**src/rtl/msa_null_counter.sv**
```systemverilog
// Multi-channel digital nulling loop: per-channel modular read counters servoed from the
// coarse/fine error detectors, registered ladder drive, and a round-robin increment-pulse emitter.
module msa_null_counter #(
    parameter int NCH          = 3,
    parameter int WIDTH        = 16,
    parameter int LADDER_BITS  = 7,
    parameter int COARSE_SHIFT = 4,
    parameter int PEND_W       = 8,
    localparam int CHW         = (NCH > 1) ? $clog2(NCH) : 1
) (
    input  logic                   clk,
    input  logic                   rst,
    input  logic                   tick,
    input  logic [NCH-1:0]         err_sign,
    input  logic [NCH-1:0]         err_fine,
    input  logic [NCH-1:0]         err_coarse,
    input  logic [NCH-1:0]         zero_req,
    input  logic [CHW-1:0]         ch_sel,
    output logic [LADDER_BITS-1:0] ladder_n,
    output logic [NCH*WIDTH-1:0]   count_out,
    output logic [NCH*2-1:0]       mode,
    output logic [NCH-1:0]         ovf,
    output logic                   pulse_valid,
    output logic [CHW-1:0]         pulse_ch,
    output logic                   pulse_dir,
    input  logic                   pulse_ready
);

    typedef enum logic [1:0] {
        MODE_NULL   = 2'b00,
        MODE_FINE   = 2'b01,
        MODE_COARSE = 2'b10
    } mode_e;

    // Headroom so pending + coarse step + accept never wraps before saturation.
    localparam int SW = PEND_W + COARSE_SHIFT + 2;
    localparam logic signed [SW-1:0] PEND_MAX    = SW'((32'sd1 <<< (PEND_W - 1)) - 32'sd1);
    localparam logic signed [SW-1:0] PEND_MIN    = -PEND_MAX;
    localparam logic signed [SW-1:0] ONE_S       = SW'(32'sd1);
    localparam logic signed [SW-1:0] ZERO_S      = SW'(32'sd0);
    localparam logic signed [SW-1:0] PEND_COARSE = SW'(32'sd1 <<< COARSE_SHIFT);
    localparam logic [WIDTH-1:0]     CNT_ONE     = WIDTH'(32'd1);
    localparam logic [WIDTH-1:0]     CNT_COARSE  = WIDTH'(32'd1 << COARSE_SHIFT);

    function automatic logic signed [PEND_W-1:0] sat_pend(input logic signed [SW-1:0] v);
        logic signed [PEND_W-1:0] r;
        if (v > PEND_MAX) begin
            r = PEND_MAX[PEND_W-1:0];
        end else if (v < PEND_MIN) begin
            r = PEND_MIN[PEND_W-1:0];
        end else begin
            r = v[PEND_W-1:0];
        end
        return r;
    endfunction

    function automatic logic is_clipped(input logic signed [SW-1:0] v);
        return (v > PEND_MAX) || (v < PEND_MIN);
    endfunction

    function automatic logic [CHW-1:0] next_ch(input logic [CHW-1:0] c);
        logic [CHW-1:0] r;
        if (c == CHW'(NCH - 1)) begin
            r = {CHW{1'b0}};
        end else begin
            r = c + {{(CHW-1){1'b0}}, 1'b1};
        end
        return r;
    endfunction

    logic [WIDTH-1:0]         count_r     [NCH];
    mode_e                    mode_r      [NCH];
    logic signed [PEND_W-1:0] pend_r      [NCH];
    logic [NCH-1:0]           ovf_r;
    logic [CHW-1:0]           rr_r;
    logic [CHW-1:0]           emit_ptr_r;
    logic                     pulse_valid_r;
    logic [CHW-1:0]           pulse_ch_r;
    logic                     pulse_dir_r;
    logic [LADDER_BITS-1:0]   ladder_r;

    logic [WIDTH-1:0]         count_nxt_s [NCH];
    mode_e                    mode_nxt_s  [NCH];
    logic signed [PEND_W-1:0] pend_nxt_s  [NCH];
    logic [NCH-1:0]           ovf_nxt_s;
    logic [NCH-1:0]           svc_s;
    logic [NCH-1:0]           acc_s;
    logic [WIDTH-1:0]         cnt_step_s  [NCH];
    logic signed [SW-1:0]     pend_step_s [NCH];
    logic signed [SW-1:0]     pend_ext_s  [NCH];
    logic signed [SW-1:0]     sum_s       [NCH];
    logic                     accept_s;
    logic                     found_s;
    logic [CHW-1:0]           pick_s;
    int                       idx_s;
    logic [LADDER_BITS-1:0]   ladder_nxt_s;

    assign accept_s = pulse_valid_r & pulse_ready;

    // Per-channel service step, counter update and pending-pulse accounting.
    always_comb begin
        for (int c = 0; c < NCH; c++) begin
            svc_s[c]       = tick && (rr_r == CHW'(c));
            acc_s[c]       = accept_s && (pulse_ch_r == CHW'(c));
            cnt_step_s[c]  = {WIDTH{1'b0}};
            pend_step_s[c] = ZERO_S;
            pend_ext_s[c]  = pend_r[c];
            sum_s[c]       = pend_ext_s[c];
            count_nxt_s[c] = count_r[c];
            mode_nxt_s[c]  = mode_r[c];
            pend_nxt_s[c]  = pend_r[c];
            ovf_nxt_s[c]   = ovf_r[c];
            if (svc_s[c] && zero_req[c]) begin
                // A same-cycle accept is simply absorbed: the channel is cleared outright.
                count_nxt_s[c] = {WIDTH{1'b0}};
                mode_nxt_s[c]  = MODE_NULL;
                pend_nxt_s[c]  = {PEND_W{1'b0}};
            end else begin
                if (svc_s[c]) begin
                    case ({err_coarse[c], err_fine[c]})
                        2'b10, 2'b11: begin
                            mode_nxt_s[c]  = MODE_COARSE;
                            cnt_step_s[c]  = CNT_COARSE;
                            pend_step_s[c] = PEND_COARSE;
                        end
                        2'b01: begin
                            mode_nxt_s[c]  = MODE_FINE;
                            cnt_step_s[c]  = CNT_ONE;
                            pend_step_s[c] = ONE_S;
                        end
                        default: begin
                            mode_nxt_s[c]  = MODE_NULL;
                            cnt_step_s[c]  = {WIDTH{1'b0}};
                            pend_step_s[c] = ZERO_S;
                        end
                    endcase
                    count_nxt_s[c] = err_sign[c] ? (count_r[c] + cnt_step_s[c])
                                                 : (count_r[c] - cnt_step_s[c]);
                end else begin
                    count_nxt_s[c] = count_r[c];
                end
                sum_s[c] = pend_ext_s[c]
                         + (err_sign[c] ? pend_step_s[c] : -pend_step_s[c])
                         - (acc_s[c] ? (pulse_dir_r ? ONE_S : -ONE_S) : ZERO_S);
                pend_nxt_s[c] = sat_pend(sum_s[c]);
                ovf_nxt_s[c]  = ovf_r[c] | is_clipped(sum_s[c]);
            end
        end
    end

    // Round-robin search from the emit pointer; descending loop so the nearest channel wins.
    always_comb begin
        found_s = 1'b0;
        pick_s  = {CHW{1'b0}};
        idx_s   = 0;
        for (int k = NCH - 1; k >= 0; k--) begin
            idx_s = int'(emit_ptr_r) + k;
            idx_s = (idx_s >= NCH) ? (idx_s - NCH) : idx_s;
            if (pend_r[idx_s] != {PEND_W{1'b0}}) begin
                found_s = 1'b1;
                pick_s  = CHW'(idx_s);
            end else begin
                found_s = found_s;
                pick_s  = pick_s;
            end
        end
    end

    // Ladder source; an out-of-range selection leaves every tap off.
    always_comb begin
        if (ch_sel <= CHW'(NCH - 1)) begin
            ladder_nxt_s = ~count_r[ch_sel][LADDER_BITS-1:0];
        end else begin
            ladder_nxt_s = {LADDER_BITS{1'b1}};
        end
    end

    // State registers: channel state, service pointer, emitter handshake and ladder drive.
    always_ff @(posedge clk) begin
        if (rst) begin
            for (int c = 0; c < NCH; c++) begin
                count_r[c] <= {WIDTH{1'b0}};
                mode_r[c]  <= MODE_NULL;
                pend_r[c]  <= {PEND_W{1'b0}};
            end
            ovf_r         <= {NCH{1'b0}};
            rr_r          <= {CHW{1'b0}};
            emit_ptr_r    <= {CHW{1'b0}};
            pulse_valid_r <= 1'b0;
            pulse_ch_r    <= {CHW{1'b0}};
            pulse_dir_r   <= 1'b0;
            ladder_r      <= {LADDER_BITS{1'b1}};
        end else begin
            for (int c = 0; c < NCH; c++) begin
                count_r[c] <= count_nxt_s[c];
                mode_r[c]  <= mode_nxt_s[c];
                pend_r[c]  <= pend_nxt_s[c];
            end
            ovf_r    <= ovf_nxt_s;
            ladder_r <= ladder_nxt_s;
            if (tick) begin
                rr_r <= next_ch(rr_r);
            end else begin
                rr_r <= rr_r;
            end
            if (pulse_valid_r) begin
                // Offered pulse is frozen until the consumer takes it.
                if (pulse_ready) begin
                    pulse_valid_r <= 1'b0;
                    emit_ptr_r    <= next_ch(pulse_ch_r);
                end else begin
                    pulse_valid_r <= 1'b1;
                end
            end else if (found_s) begin
                pulse_valid_r <= 1'b1;
                pulse_ch_r    <= pick_s;
                pulse_dir_r   <= ~pend_r[pick_s][PEND_W-1];
            end else begin
                pulse_valid_r <= 1'b0;
            end
        end
    end

    generate
        for (genvar g = 0; g < NCH; g++) begin : g_out
            assign count_out[g*WIDTH +: WIDTH] = count_r[g];
            assign mode[g*2 +: 2]              = mode_r[g];
        end
    endgenerate

    assign ovf         = ovf_r;
    assign ladder_n    = ladder_r;
    assign pulse_valid = pulse_valid_r;
    assign pulse_ch    = pulse_ch_r;
    assign pulse_dir   = pulse_dir_r;

endmodule

```
**config.mk**
```make
export PLATFORM = sky130hd
export DESIGN_NAME = msa_null_counter
export DESIGN_NICKNAME = d
export VERILOG_FILES = /design/src/rtl/msa_null_counter.sv
export SDC_FILE = /design/constraint.sdc
export NUM_CORES = 1
export LEC_CHECK = 0
export CAP_MARGIN = 20
export CORE_MARGIN = 4
export CORE_UTILIZATION = 30
export CTS_BUF_LIST = sky130_fd_sc_hd__clkbuf_4 sky130_fd_sc_hd__clkbuf_8 sky130_fd_sc_hd__clkbuf_16
export DETAILED_ROUTE_END_ITERATION = 8
export PLACE_DENSITY_LB_ADDON = 0.1
export SLEW_MARGIN = 5
export SYNTH_ARGS = -nofsm -noshare
export SYNTH_HDL_FRONTEND = slang
export SYNTH_SLANG_ARGS = --single-unit
```
**constraint.sdc**
```tcl
create_clock -name clk -period 4.8 [get_ports clk]
set_input_delay 0.96 -clock clk [delete_from_list [all_inputs] [get_ports clk]]
set_output_delay 0.96 -clock clk [all_outputs]
set_load 0.01 [all_outputs]
```
# ---- Word level (Yosys, flattened, before mapping)
# Memory sizes are Yosys's and may differ from the RTL's.
# Index checks and enable logic that the tools add are counted.
dict set report totals {
  ram_bits 78
  register_bits 18
  mem_count 3
  out_inout_bits 68
  wordCells 175
  inputBits 18
}
dict set report classes {
  n_lt_le_gt_ge 10
  n_reduce_logical 23
  n_addsub 22
  n_mux 78
  eq_ne 13
  bitwise_logic 17
}
# name words word_bits rd rd_clocked_by_memory_dff write_ports line_no
set mem_list {}
lappend mem_list {count_r 3 16 4 0 3 71} ;# logic [WIDTH-1:0] count_r [NCH];
lappend mem_list {pend_r 3 8 7 0 3 73} ;# logic signed [PEND_W-1:0] pend_r [NCH];
lappend mem_list {mode_r 3 2 3 0 3 72} ;# mode_e mode_r [NCH];
# operator count
set ops {}
lappend ops {{$mux W16} 18}
lappend ops {{$mux W14} 10}
lappend ops {{$mux W8} 12}
lappend ops {{$pmux W5 S2} 6}
lappend ops {{$add A16 B16 Y16} 3}
lappend ops {{$sub A16 B16 Y16} 3}
lappend ops {{$add A8 B14 Y14} 3}
lappend ops {{$gt A14 B8 Y1 const B} 3}
lappend ops {{$lt A14 B8 Y1 const B} 3}
lappend ops {{$neg A14 Y14} 3}
lappend ops {{$sub A14 B14 Y14} 3}
lappend ops {{$mux W2} 17}
lappend ops {{$reduce_bool A8 Y1} 3}
lappend ops {{$eq A2 B2 Y1 const B} 8}
lappend ops {{$mux W5} 3}
lappend ops {{$or A1 B1 Y1} 12}
lappend ops {{$pmux W2 S2} 3}
lappend ops {{$eq A2 B1 Y1 const B} 5}
lappend ops {{$logic_and A1 B1 Y1} 9}
lappend ops {{$mux W1} 9}
lappend ops {{$reduce_or A2 Y1} 4}
lappend ops {{$not A7 Y7} 1}
lappend ops {{$ge A3 B2 Y1 const B} 2}
lappend ops {{$sub A2 B2 Y2 const B} 3}
lappend ops {{other kinds (10)} 17}

# ---- Logic depth before layout (Yosys ltp)
dict set report depth {
  ltp_word 14
  mapped_depth 18
  ltp_nobuf 17
}

# ---- Least setup slack after synthesis
# No wires, ideal clock.
dict set report synth_timing {
  path_kind {input to register}
  from {in tick}
  to {reg ovf_r[0], in the netlist ovf[0]}
  slack_ns 0.308
  setup_ns 0.117
  required_time_ns 4.683
  cell_stages 15
  path_buffers 1
  t_arrival_ns 4.375
  path_cell_list {nor3b_1 > clkbuf_1 > nand2_1 > ha_1 > nand2_1 > o21ai_0 > fa_1 > ha_1 > or2_2 > o31ai_2 > xnor2_1 > o41ai_4 > o31ai_1 > a22oi_1 > a22o_1}
}
dict set report synth_between {
  elab_chain_len 10
  elab_cells_between_ends 12
}
# element line_no
set synth_lines {}
lappend synth_lines {{start: declaration} 13} ;# input logic tick,
lappend synth_lines {{$logic_and A1 B1 Y1 (*)} 103} ;# svc_s[c] = tick && (rr_r == CHW'(c));
lappend synth_lines {{$mux W5} 119} ;# if (svc_s[c]) begin
lappend synth_lines {{$mux W14} 113} ;# if (svc_s[c] && zero_req[c]) begin
lappend synth_lines {{$neg A14 Y14} 143} ;# + (err_sign[c] ? pend_step_s[c] : -pend_step_s[c])
lappend synth_lines {{$mux W14} 143}
lappend synth_lines {{$add A8 B14 Y14} 143}
lappend synth_lines {{$sub A14 B14 Y14} 144} ;# - (acc_s[c] ? (pulse_dir_r ? ONE_S : -ONE_S) : ZERO_S);
lappend synth_lines {{$gt A14 B8 Y1 / $lt A14 B8 Y1 (equally long branches)} 58} ;# return (v > PEND_MAX) || (v < PEND_MIN);
lappend synth_lines {{$logic_or A1 B1 Y1} 58}
lappend synth_lines {{$or A1 B1 Y1} 146} ;# ovf_nxt_s[c] = ovf_r[c] | is_clipped(sum_s[c]);
lappend synth_lines {{end signal: assignment} 186} ;# ovf_r <= {NCH{1'b0}};
lappend synth_lines {{end signal: assignment} 199} ;# ovf_r <= ovf_nxt_s;
lappend synth_lines {{end: declaration} 74} ;# logic [NCH-1:0] ovf_r;
# Mark *: on every way between the ends. The rest lies on a longest branch, timed or not. The select of a mux whose other input is x is not followed.
# A chain may end at the register's enable or synchronous reset.

# ---- Worst setup path after layout
# Same ends and word-level chain as after synthesis.

==> flow_results.xml <==
<?xml version="1.0" encoding="UTF-8"?>
<metrics>
  <group name="setup_path">
    <metric name="crit_path_start_kind" unit="">input pin</metric>
    <metric name="critical_path.startpoint" unit="">tick</metric>
    <metric name="crit_path_max_fanout" unit="">5</metric>
    <metric name="critPathCaptureType" unit="">register</metric>
    <metric name="path_delay_family" unit="">compound AO/OA/AOI/OAI gates</metric>
    <metric name="cp_slowest_stage_delay" unit="ns">0.48</metric>
    <metric name="setup_slack_on_the_worst_flop_to_flop_path" unit="ns">0.90</metric>
    <metric name="crit_path_top_delay_cell" unit="">clkdlybuf4s50_1</metric>
    <metric name="reg2reg_to" unit="">pend_r[1][1]</metric>
    <metric name="cp_num_cells" unit="">19</metric>
    <metric name="worst_ep_required_time" unit="ns">5.05</metric>
    <metric name="cp.buffers_inverters" unit="">5</metric>
    <metric name="rr_worst_depth" unit="">14</metric>
    <metric name="crit_type" unit="">in -&gt; reg</metric>
    <metric name="rr_startpoint" unit="">pulse_valid</metric>
    <metric name="critical_path_cell_sequence" unit="">clkdlybuf4s50_1 &gt; buf_4 &gt; nor3b_4 &gt; buf_6 &gt; nand2_1 &gt; ha_1 &gt; nand2_1 &gt; o21ai_0 &gt; fa_1 &gt; ha_1 &gt; inv_1 &gt; o22ai_1 &gt; o31ai_2 &gt; buf_4 &gt; xnor2_2 &gt; o41ai_4 &gt; o31ai_2 &gt; a22oi_1 &gt; a22o_1</metric>
    <metric name="arrival" unit="ns">4.79</metric>
    <metric name="worstSetupEndpoint" unit="">ovf[0]</metric>
  </group>
  <group name="grt">
    <metric name="grt_util_met1" unit="%">20.5</metric>
    <metric name="grt_first_pass_wirelength" unit="um">35400</metric>
    <metric name="grt_pass1_vias" unit="">6860</metric>
    <metric name="grt_max_degree" unit="">20</metric>
    <metric name="layer_with_the_highest_usage" unit="">met2</metric>
    <metric name="gr-usage-met3" unit="%">3.31</metric>
    <metric name="globalRouteOverflowTotal" unit="">0</metric>
    <metric name="groute.usage.overall" unit="%">15.3</metric>
    <metric name="grt_antenna_before_repair" unit="">0</metric>
    <metric name="grt_use_met2" unit="%">25.4</metric>
  </group>
  <group name="status">
    <metric name="run_status" unit="">complete, no violations</metric>
  </group>
  <group name="run">
    <metric name="max_cap_viol_count" unit="">0</metric>
  </group>
  <group name="floorplanning">
    <metric name="io_pins" unit="">86</metric>
    <metric name="start_util" unit="%">30.3</metric>
    <metric name="floorplan.die_area" unit="um2">28000</metric>
    <metric name="placement_rows" unit="">58</metric>
    <metric name="die_height" unit="um">167</metric>
    <metric name="core_box_area" unit="um2">25100</metric>
    <metric name="die_x" unit="um">167</metric>
  </group>
  <group name="sta">
    <metric name="max_freq" unit="MHz">220</metric>
    <metric name="final.setup.worst_slack" unit="ns">0.260</metric>
    <metric name="final-setup-viol-count" unit="">0</metric>
    <metric name="holdWs" unit="ns">0.455</metric>
    <metric name="finalHoldViolCount" unit="">0</metric>
    <metric name="layout_min_cycle_time" unit="ns">4.54</metric>
    <metric name="rsz0062_at_grt" unit="">no</metric>
    <metric name="final_report_max_slew_violation_count" unit="">0</metric>
    <metric name="fin_tns_setup" unit="ns">0</metric>
    <metric name="final.setup_skew" unit="ns">0.00883</metric>
    <metric name="slew-limit-headroom" unit="%">42.0</metric>
    <metric name="final.period_utilization" unit="%">94.6</metric>
    <metric name="worstMarginPinSlew" unit="ns">0.867</metric>
  </group>
  <group name="min_path">
    <metric name="holdCritPathClass" unit="">reg -&gt; reg</metric>
    <metric name="hold_path.startpoint" unit="">mode_r[0][0]</metric>
  </group>
  <group name="yosys">
    <metric name="post_synth.cell_area_avg" unit="um2">8.09</metric>
    <metric name="synth-edff-count" unit="">0</metric>
    <metric name="synth.yosys.warnings" unit="">0</metric>
    <metric name="share_of_flip_flops_with_an_asynchronous_set_or_reset_after_synthesis" unit="%">0</metric>
    <metric name="netlist_area" unit="um2">7620</metric>
    <metric name="ys_ff_latch" unit="">96</metric>
    <metric name="synth_fp_nets" unit="">1069</metric>
    <metric name="yosysUniqueCellTypes" unit="">73</metric>
    <metric name="syn_inst" unit="">942</metric>
    <metric name="synth-seq-area-share" unit="%">25.2</metric>
    <metric name="synth_ff_type" unit="">dfxtp_1</metric>
  </group>
  <group name="place">
    <metric name="count_of_buffers_inserted_at_the_top_level_ports" unit="">85</metric>
    <metric name="detailed_place_hpwl" unit="um">16800</metric>
    <metric name="gp_routability_congestion" unit="">0.824</metric>
    <metric name="place_worst_setup_slack" unit="ns">-0.217</metric>
    <metric name="post_dp_cell_area" unit="um2">9530</metric>
    <metric name="post-place-cells" unit="">1430</metric>
  </group>
  <group name="clock_tree">
    <metric name="cts-hold-fix-buffers" unit="">0</metric>
    <metric name="cts_tree" unit="">built</metric>
    <metric name="worstSkewPairLatency" unit="ns">0.35</metric>
    <metric name="cts_buffers" unit="">9</metric>
    <metric name="h-tree-depth" unit="">3</metric>
    <metric name="cts-root-to-sink-buffers" unit="">2</metric>
    <metric name="clock_sink_count" unit="">96</metric>
    <metric name="path_clk_slew" unit="ns">0.08</metric>
    <metric name="cts.root.buffer_cell" unit="">clkbuf_16</metric>
  </group>
  <group name="layout">
    <metric name="final_core_util" unit="%">39.6</metric>
    <metric name="multiInputGateArea" unit="um2">5400</metric>
    <metric name="antenna_cells" unit="">0</metric>
    <metric name="post_route_insts_no_fill" unit="">1447</metric>
    <metric name="finalNetCount" unit="">1239</metric>
    <metric name="sequential_standard_cell_area" unit="um2">1920</metric>
    <metric name="num-fill-cells" unit="">2614</metric>
    <metric name="stdcell_area" unit="um2">9940</metric>
    <metric name="flow.area_growth_from_synthesis" unit="%">30.4</metric>
    <metric name="layout-drive-gt1-share" unit="%">14.2</metric>
  </group>
  <group name="route">
    <metric name="wl_per_cell" unit="um">14.7</metric>
    <metric name="detail_route.drc_violations" unit="">0</metric>
    <metric name="dr.pass1.iters" unit="">4</metric>
    <metric name="postRouteWirelength" unit="um">21200</metric>
    <metric name="post_drt_via_cell_ratio" unit="">4.78</metric>
    <metric name="vias" unit="">6922</metric>
    <metric name="antenna_violating_nets_post_route" unit="">0</metric>
    <metric name="drtIter0Drc" unit="">366</metric>
  </group>
  <group name="power_and_ir_drop">
    <metric name="total_power" unit="mW">5.40</metric>
    <metric name="power.density_cell_area" unit="nW/um2">543</metric>
    <metric name="power.ir.vdd_worst" unit="V">0.000255</metric>
    <metric name="leakage" unit="nW">4.29</metric>
  </group>
</metrics>
-- where the power goes --
group | internal, mW | switching, mW
registers | 0.950 | 0.116
logic | 1.73 | 1.79
clock network | 0.469 | 0.341
total | 3.15 | 2.25
-- routing by layer --
layer	vias up	part of all wire, %
met2	96	46
met3	13	4.3
met1	3142	48
met4	0	0.87
li1	3671	-
met5	-	0
-- placed cells by master (no fill, tap or decap), drive strengths merged, types with 14 or more instances in the layout --
cell,Yosys,layout
nor2,64,64
buf,3,96
a21o,17,17
clkdlybuf4s50,0,85
inv,76,76
xnor2,33,33
dfxtp,96,96
xor2,14,14
nand3,17,17
fa,27,27
mux2i,14,14
nor2b,14,14
nand2,136,136
nor3,23,23
ha,82,82
a21oi,92,92
a211oi,17,17
o21ai,50,50
-- cells in the mapped netlist (4+ instances only) --
cell type	count	area (um2)
a211o_1	4	35.0
a211oi_1	17	128
a21o_1	17	128
a21oi_1	87	435
a21oi_2	5	43.8
a31oi_1	5	31.3
a41oi_1	4	35.0
and2_1	4	25.0
and3_1	4	25.0
clkbuf_1	19	71.3
dfxtp_1	96	1920
fa_1	27	541
ha_1	82	1030
inv_1	76	285
mux2i_1	14	140
nand2_1	136	510
nand2b_1	13	81.3
nand3_1	17	85.1
nand3b_1	6	45.0
nand4_1	4	25.0
nor2_1	62	233
nor2b_1	14	87.6
nor3_1	23	115
nor4_1	5	31.3
o211ai_1	4	30.0
o21a_1	13	97.6
o21ai_0	31	155
o21ai_1	18	90.1
o22ai_1	4	25.0
or2_2	9	56.3
or3_1	8	50.1
or4_1	4	30.0
xnor2_1	33	289
xor2_1	14	123
-- cells by family after synthesis --
kind of cell             count (synthesis)  share of synthesized area, %
multiplexers                            14                          1.84
XOR/XNOR                                47                          5.40
flip-flops                              96                          25.2
AND/OR/NAND/NOR                        323                          20.0
buffers and inverters                   99                          4.88
AO/OA/AOI/OAI                          254                          22.1
adder cells (fa/ha/maj)                109                          20.6
-- area by class of cell --
| type | count | area share [%] |
|---|---|---|
| Clock inverter | 6 | 0.831 |
| Inverter | 77 | 2.91 |
| Clock buffer | 10 | 2.41 |
| Timing Repair Buffer | 181 | 16.0 |
| Sequential cell | 96 | 19.3 |
| Multi-Input combinational cell | 747 | 54.4 |
| Tap cell | 330 | 4.16 |
-- worst min-delay path by stage --
stage / slack (ns) / end / cells after the start
2_1_floorplan: 0.47 / emit_ptr_r[1] / 2
3_3_place_gp: 0.45 / mode_r[0][2] / 2
3_5_place_dp: 0.45 / mode_r[0][0] / 2
4_1_cts: 0.46 / mode_r[0][0] / 2
5_1_grt: 0.49 / mode_r[0][2] / 2
6_report: 0.46 / mode_r[0][0] / 2
-- state kept, by name (all words and copies together), names as in the netlist --
signal and flops:
mode_r 6, ladder_n 7, pulse_ch 2, count_r 48, pulse_valid 1, emit_ptr_r 2
ovf 3, pulse_dir 1, rr_r 2, pend_r 24
-- timing repair --
item | 4_1_cts | 5_1_grt
setup buffers | 0 | 1
endpoints found under the setup margin | 0 | 24
resized for setup | 0 | 17
-- tightest hold or removal path: stages (launching register included) --
cell and delay [ns]:
dfxtp_1 0.31, nand2_1 0.05, a21oi_1 0.05
Power figures use the tool's default switching activity.
